File: config.mk
export PLATFORM = sky130hd
export DESIGN_NAME = burst_cmd_serializer
export DESIGN_NICKNAME = d
export VERILOG_FILES = /design/src/rtl/burst_cmd_serializer.sv
export SDC_FILE = /design/constraint.sdc
export NUM_CORES = 1
export LEC_CHECK = 0
export ABC_AREA = 1
export BUFFER_PORTS_ARGS = -buffer_cell sky130_fd_sc_hd__buf_2
export CAP_MARGIN = 20
export CORE_UTILIZATION = 40
export CTS_CLUSTER_DIAMETER = 100
export DETAILED_ROUTE_END_ITERATION = 6
export SKIP_CTS_REPAIR_TIMING = 1
export SLEW_MARGIN = 20
export SYNTH_ARGS = -nofsm -noshare
export SYNTH_HDL_FRONTEND = slang
export SYNTH_SLANG_ARGS = --single-unit
File: constraint.sdc
create_clock -name clk_i -period 1.9 [get_ports clk_i]
set_clock_uncertainty 0.2 [all_clocks]
set_input_delay 0 -clock clk_i [delete_from_list [all_inputs] [get_ports clk_i]]
set_output_delay 0 -clock clk_i [all_outputs]
set_load 0.05 [all_outputs]
File: src/rtl/burst_cmd_serializer.sv
// Host-side serializer for the burst control command interface.
// Captures one parallel command, then drives a fixed frame: one ARM cycle,
// ADDR_W serial cycles (address and burst length, LSB first), a HOLD phase
// that waits for xfer_done or times out, and a GAP with burst_en low.
module burst_cmd_serializer #(
    parameter int unsigned ADDR_W      = 20,
    parameter int unsigned LEN_W       = 8,
    parameter int unsigned TIMEOUT_CYC = 1024,
    parameter int unsigned GAP_CYC     = 2
) (
    input  logic              clk_i,
    input  logic              rst_i,
    input  logic              cmd_valid_i,
    output logic              cmd_ready_o,
    input  logic              cmd_mode_i,
    input  logic [LEN_W-1:0]  cmd_len_i,
    input  logic [ADDR_W-1:0] cmd_addr_i,
    input  logic              xfer_done_i,
    output logic              burst_en_o,
    output logic              mode_sel_o,
    output logic              burst_len_in_o,
    output logic              addr_in_o,
    output logic              busy_o,
    output logic              timeout_err_o
);

    localparam int unsigned BIT_W  = (ADDR_W > 1) ? $clog2(ADDR_W) : 1;
    localparam int unsigned HOLD_W = (TIMEOUT_CYC > 1) ? $clog2(TIMEOUT_CYC) : 1;
    localparam int unsigned GAP_W  = (GAP_CYC > 1) ? $clog2(GAP_CYC) : 1;

    localparam logic [BIT_W-1:0]  BIT_LAST  = BIT_W'(ADDR_W - 1);
    localparam logic [HOLD_W-1:0] HOLD_LAST = HOLD_W'(TIMEOUT_CYC - 1);
    localparam logic [GAP_W-1:0]  GAP_LAST  = GAP_W'(GAP_CYC - 1);

    typedef enum logic [2:0] {
        ST_IDLE  = 3'd0,
        ST_ARM   = 3'd1,
        ST_SHIFT = 3'd2,
        ST_HOLD  = 3'd3,
        ST_GAP   = 3'd4
    } state_t;

    state_t              state_q;
    logic [BIT_W-1:0]    bit_cnt_q;
    logic [HOLD_W-1:0]   hold_cnt_q;
    logic [GAP_W-1:0]    gap_cnt_q;
    logic [ADDR_W-1:0]   addr_sh_q;
    logic [ADDR_W-1:0]   len_sh_q;

    logic                cmd_ready_q;
    logic                burst_en_q;
    logic                mode_sel_q;
    logic                len_in_q;
    logic                addr_in_q;
    logic                busy_q;
    logic                timeout_err_q;

    // Frame sequencer; every output register holds the value for the state being entered.
    always_ff @(posedge clk_i) begin
        if (rst_i) begin
            state_q       <= ST_IDLE;
            bit_cnt_q     <= '0;
            hold_cnt_q    <= '0;
            gap_cnt_q     <= '0;
            addr_sh_q     <= '0;
            len_sh_q      <= '0;
            cmd_ready_q   <= 1'b0;
            burst_en_q    <= 1'b0;
            mode_sel_q    <= 1'b0;
            len_in_q      <= 1'b0;
            addr_in_q     <= 1'b0;
            busy_q        <= 1'b0;
            timeout_err_q <= 1'b0;
        end else begin
            timeout_err_q <= 1'b0;
            case (state_q)
                ST_IDLE: begin
                    if (cmd_valid_i && cmd_ready_q) begin
                        state_q     <= ST_ARM;
                        cmd_ready_q <= 1'b0;
                        busy_q      <= 1'b1;
                        burst_en_q  <= 1'b1;
                        mode_sel_q  <= cmd_mode_i;
                        addr_sh_q   <= cmd_addr_i;
                        // Single transfers carry no length; zero it once at capture.
                        len_sh_q    <= cmd_mode_i ? ADDR_W'(cmd_len_i) : '0;
                        len_in_q    <= 1'b0;
                        addr_in_q   <= 1'b0;
                        bit_cnt_q   <= '0;
                    end else begin
                        cmd_ready_q <= 1'b1;
                    end
                end
                ST_ARM: begin
                    state_q   <= ST_SHIFT;
                    bit_cnt_q <= '0;
                    addr_in_q <= addr_sh_q[0];
                    len_in_q  <= len_sh_q[0];
                    addr_sh_q <= addr_sh_q >> 1;
                    len_sh_q  <= len_sh_q >> 1;
                end
                ST_SHIFT: begin
                    if (bit_cnt_q == BIT_LAST) begin
                        state_q    <= ST_HOLD;
                        addr_in_q  <= 1'b0;
                        len_in_q   <= 1'b0;
                        hold_cnt_q <= '0;
                    end else begin
                        bit_cnt_q <= bit_cnt_q + BIT_W'(1);
                        addr_in_q <= addr_sh_q[0];
                        len_in_q  <= len_sh_q[0];
                        addr_sh_q <= addr_sh_q >> 1;
                        len_sh_q  <= len_sh_q >> 1;
                    end
                end
                ST_HOLD: begin
                    // Completion wins over a coincident timeout.
                    if (xfer_done_i || (hold_cnt_q == HOLD_LAST)) begin
                        state_q       <= ST_GAP;
                        burst_en_q    <= 1'b0;
                        mode_sel_q    <= 1'b0;
                        gap_cnt_q     <= '0;
                        timeout_err_q <= ~xfer_done_i;
                    end else begin
                        hold_cnt_q <= hold_cnt_q + HOLD_W'(1);
                    end
                end
                ST_GAP: begin
                    if (gap_cnt_q == GAP_LAST) begin
                        state_q     <= ST_IDLE;
                        busy_q      <= 1'b0;
                        cmd_ready_q <= 1'b1;
                    end else begin
                        gap_cnt_q <= gap_cnt_q + GAP_W'(1);
                    end
                end
                default: begin
                    state_q     <= ST_IDLE;
                    cmd_ready_q <= 1'b0;
                    burst_en_q  <= 1'b0;
                    mode_sel_q  <= 1'b0;
                    len_in_q    <= 1'b0;
                    addr_in_q   <= 1'b0;
                    busy_q      <= 1'b0;
                end
            endcase
        end
    end

    assign cmd_ready_o    = cmd_ready_q;
    assign burst_en_o     = burst_en_q;
    assign mode_sel_o     = mode_sel_q;
    assign burst_len_in_o = len_in_q;
    assign addr_in_o      = addr_in_q;
    assign busy_o         = busy_q;
    assign timeout_err_o  = timeout_err_q;

endmodule

==> results of run 1 <==
-- how the worst min path moves through the flow --
stage,cells after the start,endpoint,start
floorplan,1,timeout_err_o$_SDFF_PP0_,xfer_done_i
global placement,2,timeout_err_o$_SDFF_PP0_,xfer_done_i
detailed placement,2,timeout_err_o$_SDFF_PP0_,xfer_done_i
CTS,2,timeout_err_o$_SDFF_PP0_,xfer_done_i
global route,7,state_q[0]$_SDFFE_PP0P_,cmd_valid_i
finish,7,state_q[1]$_SDFFE_PP0P_,cmd_valid_i
-- area by class of cell --
cell class,count,area [sq um],area share [%]
clock buffers,5,68.8,1.98
inverters,25,93.8,2.70
clock inverters,2,10.0,0.288
multi-input cells,327,1440,41.4
flip-flops and latches,54,1080,31.1
repair buffers,92,686,19.7
well taps,77,96.3,2.77
-- layer usage --
metal,vias to the layer above,track usage (%)
li1,1501,-
met1,1211,22.8
met2,47,30.3
met3,8,3.17
met4,0,6.43
met5,-,0
-- worst min-delay path, cell delays in order --
cell and delay, ns:
buf_2 0.09, nand2_1 0.09, nand2_1 0.11, nand2_1 0.09
nor2_1 0.04, nand2_1 0.05, inv_1 0.03
-- registers in the layout, indices dropped and copies added, names as in the netlist --
register / flops
mode_sel_o: 1
len_sh_q: 8
burst_len_in_o: 1
cmd_ready_o: 1
busy_o: 1
addr_sh_q: 20
gap_cnt_q: 1
bit_cnt_q: 5
timeout_err_o: 1
hold_cnt_q: 10
addr_in_o: 1
state_q: 3
burst_en_o: 1
-- logic make-up after synthesis --
family | count (synthesis) | synth area share (%)
AO/OA/AOI/OAI | 58 | 11.0
adder cells (fa/ha/maj) | 2 | 0.931
XOR/XNOR | 3 | 0.978
AND/OR/NAND/NOR | 264 | 39.7
buffers and inverters | 45 | 7.13
flip-flops | 54 | 40.2
-- cells in the final DEF, fill, tap and decap left out --
master and instances:
nor2_2 2, o21ai_0 8, nand4_1 4, dfxtp_2 1, nor3b_1 2, o21ai_1 1
inv_2 3, nand3b_1 1, dfxtp_1 53, xor2_1 2, a21oi_1 47, ha_1 1
nor2_4 1, clkinv_2 2, buf_2 39, nor3_1 2, nand2_4 1, nand2_2 2
nor2_1 26, buf_4 20, nand3_1 30, buf_12 1, clkbuf_8 5, nand3_2 2
nand2_1 191, inv_1 22, dlygate4sd3_1 32, xnor2_1 1, ha_2 1, o21bai_1 2
-- per-stage QoR --
stage	total power (W)	hold WS (ns)	instance area (sq um)	cells
2_1_floorplan	0.00328	-0.121	2690	426
3_5_place_dp	0.00389	-0.0106	3050	543
4_1_cts	0.00452	-0.355	3130	550
3_3_place_gp	0.00388	-0.0190	3050	543
6_report	0.00456	0.0297	3480	582
5_1_grt	0.00498	0.0771	3480	582
-- where the power goes --
| group | internal, W | leakage, nW | total [W] | switching [W] |
|---|---|---|---|---|
| clock | 0.000249 | 0.0438 | 0.000617 | 0.000368 |
| sequential | 0.00140 | 0.440 | 0.00155 | 0.000144 |
| combinational | 0.000853 | 1.06 | 0.00240 | 0.00154 |
==> metrics.cfg, run 1 <==
[run_status]
status=complete, but fails checks
violations=DRC

[synth]
synth.most_common_cell=nand2_1
syn_area_sq_um=2690
syn-num-nets=461
ys_seq_area_share_pct=40.2
ys_top_cells_by_area=dfxtp_1 40%, nand2_1 27%, a21oi_1 8.8%
synth_area_per_cell_sq_um=6.31
synth_edf_count=0
synth_top_cells_by_count=193 x nand2_1, 54 x dfxtp_1, 47 x a21oi_1
netlist-cell-type-count=22
yosys_warnings=0
synth_top_area_share_pct=40.2
ys_async_sr_fraction_pct=0
ys_ff_latch=54
synthFlopType=dfxtp_1
syn_inst=426
yosysTopAreaCell=dfxtp_1

[worst_setup_path]
r2r-start=bit_cnt_q[1]$_SDFFE_PP0P_
required_ns=1.90
cp_top_family=simple AND/OR/NAND/NOR gates
endpoint=bit_cnt_q[1]$_SDFFE_PP0P_
start_kind=register
worstReg2RegEnd=bit_cnt_q[1]$_SDFFE_PP0P_
crit_path_cell_trace=ha_2 -> nand2_1 -> nor2_1 -> nand2_2 -> nand3_2 -> inv_2 -> buf_12 -> o21ai_0 -> nor2_1
path_buf_inv=2
crit_path_start=bit_cnt_q[1]$_SDFFE_PP0P_
worst_ep_arrival_time_ns=1.73
worstSetupPathType=register to register
cp_num_cells=9
reg2reg_depth=9
end_kind=register
ff2ff_setup_slack_ns=0.17
worst_path_most_repeated_cell=nor2_1
slowest_stage=dfxtp_1
cpPeakStageDelay_ns=0.38
cp_max_fo=34

[sta]
slew_violations=0
relSlewSlack_pct=74.4
tns_ns=0
min_period_ns=1.73
timing_hold_violations_final=0
tightest_slew_ns=0.384
post-route-period-util_pct=91.3
final-setup-viol-count=0
fmax_mhz=577
worst_slack_ns=0.166

[job]
drv_cap=0

[route]
wl_met2_mm=3.08
vias=2767
avgRoutedWirePerCell_um=11.2
drc=4
drtIter0Drc=151
highest_layer=met4
ant_nets=0
wl_met3_um=177
drt_first_pass_iters=6
routed_via_density=4.75
wl_met1_mm=3.17
wirelength_mm=6.52

[placement]
place_congestion=0.822
numPortBuffers=39
dp.final_hpwl_mm=4.29
dp_slack_ns=0.0838

[die]
rows=29
start_util_pct=41.8
num_io_pins=40
dieArea_sq_um=7050
die_w_um=84.0
die_height_um=84.0
coreArea_sq_um=6420

[grt]
antenna_found_initial=0
grt-ovfl-total=0
grt_pass1_vias=2401
grt_max_degree=35
grtUsageTotal_pct=17.9
grt_pass1_wl_mm=10.5

[clocking]
cts_root_buf=clkbuf_8
cts_tree=done
clkTransAtPathRegs_ns=0.09
cts_buffer_depth=2
insertion_delay_ns=0.31
cts_buffers=5
htreeDepth=2
cts.sinks=54

[hold_path]
min_path_type=input port to register

[pwr]
power_density_nw_per_um2=1310
p_leak_nw=1.55
vdd_drop_max_v=0.000756

[finish]
syn_to_final_growth_pct=29.4
utilization_pct=54.1
nFillCells=645
antenna_cells=0
layout-drive-gt1-share_pct=15.8
nNetsFinal=540

Power figures use the tool's default switching activity.
==> run 2, diff against run 1 <==
--- a/config.mk
+++ b/config.mk
@@ -11,6 +11,7 @@
 export CORE_UTILIZATION = 40
 export CTS_CLUSTER_DIAMETER = 100
 export DETAILED_ROUTE_END_ITERATION = 6
+export RECOVER_POWER = 25
 export SKIP_CTS_REPAIR_TIMING = 1
 export SLEW_MARGIN = 20
 export SYNTH_ARGS = -nofsm -noshare
==> run 2 against run 1 <==
  * The flow still finishes with violations (DRC)
  * Critical path depth stayed put
  * Clock-buffer cell count stayed put
  * Design area is 0.61% lower
  * Clock power up 0.6%
  * Wire length rose by 0.41%
  * Critical path type unchanged
  * Largest cell class unchanged
==> metrics.cfg, run 2 (synthesis results as in run 1) <==
[placement]
place_congestion=0.822
numPortBuffers=39
dp.final_hpwl_mm=4.29

[finish]
syn_to_final_growth_pct=28.6
largest_reg_flops=20
antenna_cells=0
nNetsFinal=540
layout_commonest_cell=nand2_1
largest-register=addr_sh_q
top_regs=addr_sh_q: 20 flops, hold_cnt_q: 10 flops, len_sh_q: 8 flops
layout_common_cells=191 x nand2_1, 53 x dfxtp_1, 47 x a21oi_1
nFillCells=655
layout-drive-gt1-share_pct=13.9

[die]
coreArea_sq_um=6420
num_io_pins=40
start_util_pct=41.8
dieArea_sq_um=7050
die_w_um=84.0
die_height_um=84.0
rows=29

[sta]
tightest_slew_ns=0.601
post-route-period-util_pct=90.2
min_period_ns=1.71
timing_hold_violations_final=0
fin_hold_ws_ns=0.0267
fmax_mhz=583
slew_violations=0
final-setup-viol-count=0
relSlewSlack_pct=60.1
rsz0062_at_grt=no
tns_ns=0

[worst_setup_path]
end_kind=register
crit_path_cell_trace=ha_2 -> nand2_1 -> nor2_1 -> nand2_2 -> nand3_2 -> inv_2 -> buf_12 -> o21ai_0 -> nor2_1
crit_path_start=bit_cnt_q[1]$_SDFFE_PP0P_
worstSetupPathType=register to register
worst_path_most_repeated_cell=nor2_1
start_kind=register
r2r-start=bit_cnt_q[1]$_SDFFE_PP0P_
slowest_stage=dfxtp_1
cpPeakStageDelay_ns=0.38
reg2reg_depth=9
cp_max_fo=34
worst_ep_arrival_time_ns=1.72
required_ns=1.90

[grt]
grt-ovfl-total=0
grt_pass1_vias=2401
grt_max_degree=35
grt_pass1_wl_mm=10.5
antenna_found_initial=0
grtUsageTotal_pct=17.9

[route]
routed_via_density=4.77
avgRoutedWirePerCell_um=11.2
ant_nets=0
drtIter0Drc=143
wl_met2_mm=3.08
wirelength_mm=6.54
vias=2774
wl_met3_um=218
drt_first_pass_iters=6
wl_met1_mm=3.16
highest_layer=met4
drc=4

[clocking]
cts_tree=done
insertion_delay_ns=0.31
cts_buffers=5
htreeDepth=2
cts_root_buf=clkbuf_8
cts.sinks=54
clkTransAtPathRegs_ns=0.09
cts_buffer_depth=2

[job]
drv_cap=0

[pwr]
clockPowerShare_pct=13.7
power_density_nw_per_um2=1310
combPwrFrac_pct=52.2
total_power_w=0.00454
p_leak_nw=1.50
swShare_pct=45.4
vdd_drop_max_v=0.000756
p_seq_share_pct=34.1
p_switching_w=0.00206
internal-power_w=0.00248

[hold_path]
min_path_type=input port to register
hold_depth=7
min_from=cmd_valid_i

[run_status]
violations=DRC
status=complete, but fails checks

[run 2: layout make-up]
class | instances | area, sq um | share of cell area [%]
clock inverter | 2 | 10.0 | 0.290
clock buffer | 5 | 68.8 | 1.99
tap | 77 | 96.3 | 2.79
sequential | 54 | 1080 | 31.3
multi-input combinational | 327 | 1430 | 41.5
inverter | 25 | 93.8 | 2.72
timing repair buffer | 92 | 669 | 19.4
[run 2: final timing paths]
path,endpoint,slack [ns]
worst max-delay path,bit_cnt_q[1]$_SDFFE_PP0P_,0.19
worst min-delay path,state_q[1]$_SDFFE_PP0P_,0.03
worst max register to register,bit_cnt_q[1]$_SDFFE_PP0P_,0.19
worst min register to register,len_sh_q[2]$_SDFFE_PP0P_,0.27
[run 2: routing by layer]
layer	track usage (%)	vias to the layer above
met5	0	-
met4	6.43	0
met3	3.17	8
met2	30.3	50
met1	22.8	1214
li1	-	1502
[run 2: through the flow]
| step | instances | setup slack (ns) | area [sq um] | utilization (%) |
|---|---|---|---|---|
| after floorplan | 426 | 0.215 | 2690 | - |
| after global placement | 543 | 0.171 | 3050 | 47.5 |
| after detailed placement | 543 | 0.0838 | 3050 | 47.5 |
| after CTS | 550 | 0.0501 | 3130 | 48.7 |
| after global routing | 582 | 0.0109 | 3450 | 53.8 |
| final | 582 | 0.186 | 3450 | 53.8 |
[run 2: worst max-delay path: cells and delay by family, from the launching register on]
kind,cells,cell delay (ns)
AOI/OAI and AO/OA,1,0.16
adders and majority gates,1,0.21
buffers and inverters,2,0.21
DFF,1,0.38
and+or+nand+nor,5,0.44
[run 2: power groups by stage]
stage | combinational, W | clock [W] | sequential (W)
after global routing | 0.00270 | 0.000672 | 0.00159
after detailed placement | 0.00232 | 0 | 0.00157
after floorplan | 0.00165 | 0 | 0.00163
final | 0.00237 | 0.000621 | 0.00155
after CTS | 0.00233 | 0.000647 | 0.00155
after global placement | 0.00232 | 0 | 0.00156
==> run 3, diff against run 2 <==
--- a/config.mk
+++ b/config.mk
@@ -11,6 +11,7 @@
 export CORE_UTILIZATION = 40
 export CTS_CLUSTER_DIAMETER = 100
 export DETAILED_ROUTE_END_ITERATION = 6
+export PLACE_DENSITY = 0.66
 export RECOVER_POWER = 25
 export SKIP_CTS_REPAIR_TIMING = 1
 export SLEW_MARGIN = 20
==> constraint.sdc (replaced) <==
create_clock -name clk_i -period 2.21 [get_ports clk_i]
set_clock_uncertainty 0.2 [all_clocks]
set_input_delay 0 -clock clk_i [delete_from_list [all_inputs] [get_ports clk_i]]
set_output_delay 0 -clock clk_i [all_outputs]
set_load 0.05 [all_outputs]
==> run 3 against run 2 <==
  * First-iteration DRC count is 29% higher
  * Largest power group unchanged
  * Power is 14% lower
  * Fmax is 12% lower
  * The run still ends with DRC left
  * Die area stayed put
  * Sequential cell count stayed put
  * Critical endpoint is now addr_sh_q[19]$_SDFFE_PP0P_
  * Wire length is 4.8% lower
  * Sequential power is 14% lower
  * Critical path type unchanged
  * Clock power is 11% higher
  * Sequential share of layout area is 0.74 points higher
  * Register-to-register slack better by 0.08 ns
  * Setup slack better by 0.075 ns
==> metrics.cfg, run 3 (synthesis results as in run 1) <==
[pwr]
swShare_pct=44.9
clockPowerShare_pct=17.6
vdd_drop_max_v=0.000658
internal-power_w=0.00215
total_power_w=0.00390
power_density_nw_per_um2=1160
p_switching_w=0.00175
p_seq_share_pct=34.1
p_leak_nw=1.46
combPwrFrac_pct=48.2

[route]
avgRoutedWirePerCell_um=10.9
ant_nets=0
drt_first_pass_iters=7
wirelength_mm=6.23
vias=2726
drtIter0Drc=185
drc=5
routed_via_density=4.79

[grt]
antenna_found_initial=0
grtUsageTotal_pct=17.4
grt-ovfl-total=0
grt_max_degree=35
grt_pass1_vias=2295
grt_pass1_wl_mm=10.1

[sta]
rsz0062_at_grt=no
fmax_mhz=513
relSlewSlack_pct=60.4
tns_ns=0
timing_hold_violations_final=0
slew_violations=0
final-setup-viol-count=0
min_period_ns=1.95
tightest_slew_ns=0.596
post-route-period-util_pct=88.2

[die]
coreArea_sq_um=6420
num_io_pins=40
die_w_um=84.0
rows=29
start_util_pct=41.8
dieArea_sq_um=7050
die_height_um=84.0

[finish]
layout-drive-gt1-share_pct=11.0
largest-register=addr_sh_q
nNetsFinal=526
layout_commonest_cell=nand2_1
largest_reg_flops=20
syn_to_final_growth_pct=25.5
nFillCells=651
layout_common_cells=193 x nand2_1, 54 x dfxtp_1, 47 x a21oi_1
top_regs=addr_sh_q: 20 flops, hold_cnt_q: 10 flops, len_sh_q: 8 flops
antenna_cells=0

[worst_setup_path]
cp_max_fo=34
start_kind=register
worstSetupPathType=register to register
required_ns=2.21
crit_path_cell_trace=ha_1 -> nand2_1 -> nor2_1 -> nand2_2 -> nand3_2 -> inv_2 -> nand2_1 -> o21ai_0 -> nor2_1
worst_ep_arrival_time_ns=1.94
cpPeakStageDelay_ns=0.42
end_kind=register
slowest_stage=inv_2

[placement]
numPortBuffers=39
place_congestion=0.844
dp.final_hpwl_mm=3.82

[clocking]
cts.sinks=54
htreeDepth=2
cts_tree=done
clkTransAtPathRegs_ns=0.11
cts_buffers=5
cts_buffer_depth=2
insertion_delay_ns=0.31
cts_root_buf=clkbuf_8

[hold_path]
min_path_type=input port to register

[run_status]
status=complete, but fails checks
violations=DRC

[job]
drv_cap=0

==> run 3: critical path, delay by kind of cell, from the launching register on <==
| family | cells | cell delay (ns) |
|---|---|---|
| buffers and inverters | 1 | 0.42 |
| adders and majority gates | 1 | 0.25 |
| and+or+nand+nor | 6 | 0.52 |
| DFF | 1 | 0.36 |
| AOI/OAI and AO/OA | 1 | 0.09 |
==> run 3: layer usage <==
layer	global-route usage, %	wire length, um	vias to the layer above
met3	3.07	228	10
met2	28.0	2880	65
li1	-	-	1472
met1	23.6	3010	1179
met5	0	0	-
met4	5.64	108	0
==> run 3: worst paths after layout <==
check	from	to	slack, ns	depth (start not counted)
min	cmd_valid_i	state_q[1]$_SDFFE_PP0P_	0.02	7
max	bit_cnt_q[0]$_SDFFE_PP0P_	addr_sh_q[19]$_SDFFE_PP0P_	0.26	9
min reg2reg	addr_sh_q[6]$_SDFFE_PP0P_	addr_sh_q[6]$_SDFFE_PP0P_	0.27	2
max reg2reg	bit_cnt_q[0]$_SDFFE_PP0P_	addr_sh_q[19]$_SDFFE_PP0P_	0.26	9
==> run 3: power by group through the flow <==
stage	clock network [W]	registers [W]	logic, W
final	0.000687	0.00133	0.00188
after global routing	0.000743	0.00136	0.00217
after CTS	0.000709	0.00133	0.00187
after detailed placement	0	0.00135	0.00186
after global placement	0	0.00134	0.00184
after floorplan	0	0.00140	0.00142
==> run 3: layout make-up <==
cell class | count | area, sq um | share of cell area (%)
multi-input cells | 327 | 1410 | 41.9
flip-flops and latches | 54 | 1080 | 32.1
repair buffers | 78 | 569 | 16.9
well taps | 77 | 96.3 | 2.86
inverters | 25 | 93.8 | 2.78
clock buffers | 5 | 68.8 | 2.04
clock inverters | 3 | 47.5 | 1.41
==> run 3: through the flow <==
step,utilization (%),instances,hold WS (ns),worst slack (ns),area [sq um]
2_1_floorplan,-,426,-0.121,0.525,2690
3_3_place_gp,45.9,529,-0.0178,0.296,2950
3_5_place_dp,45.9,529,-0.0152,0.248,2950
4_1_cts,47.7,537,-0.355,0.241,3060
5_1_grt,52.5,569,0.107,0.0159,3370
6_report,52.5,569,0.0160,0.261,3370
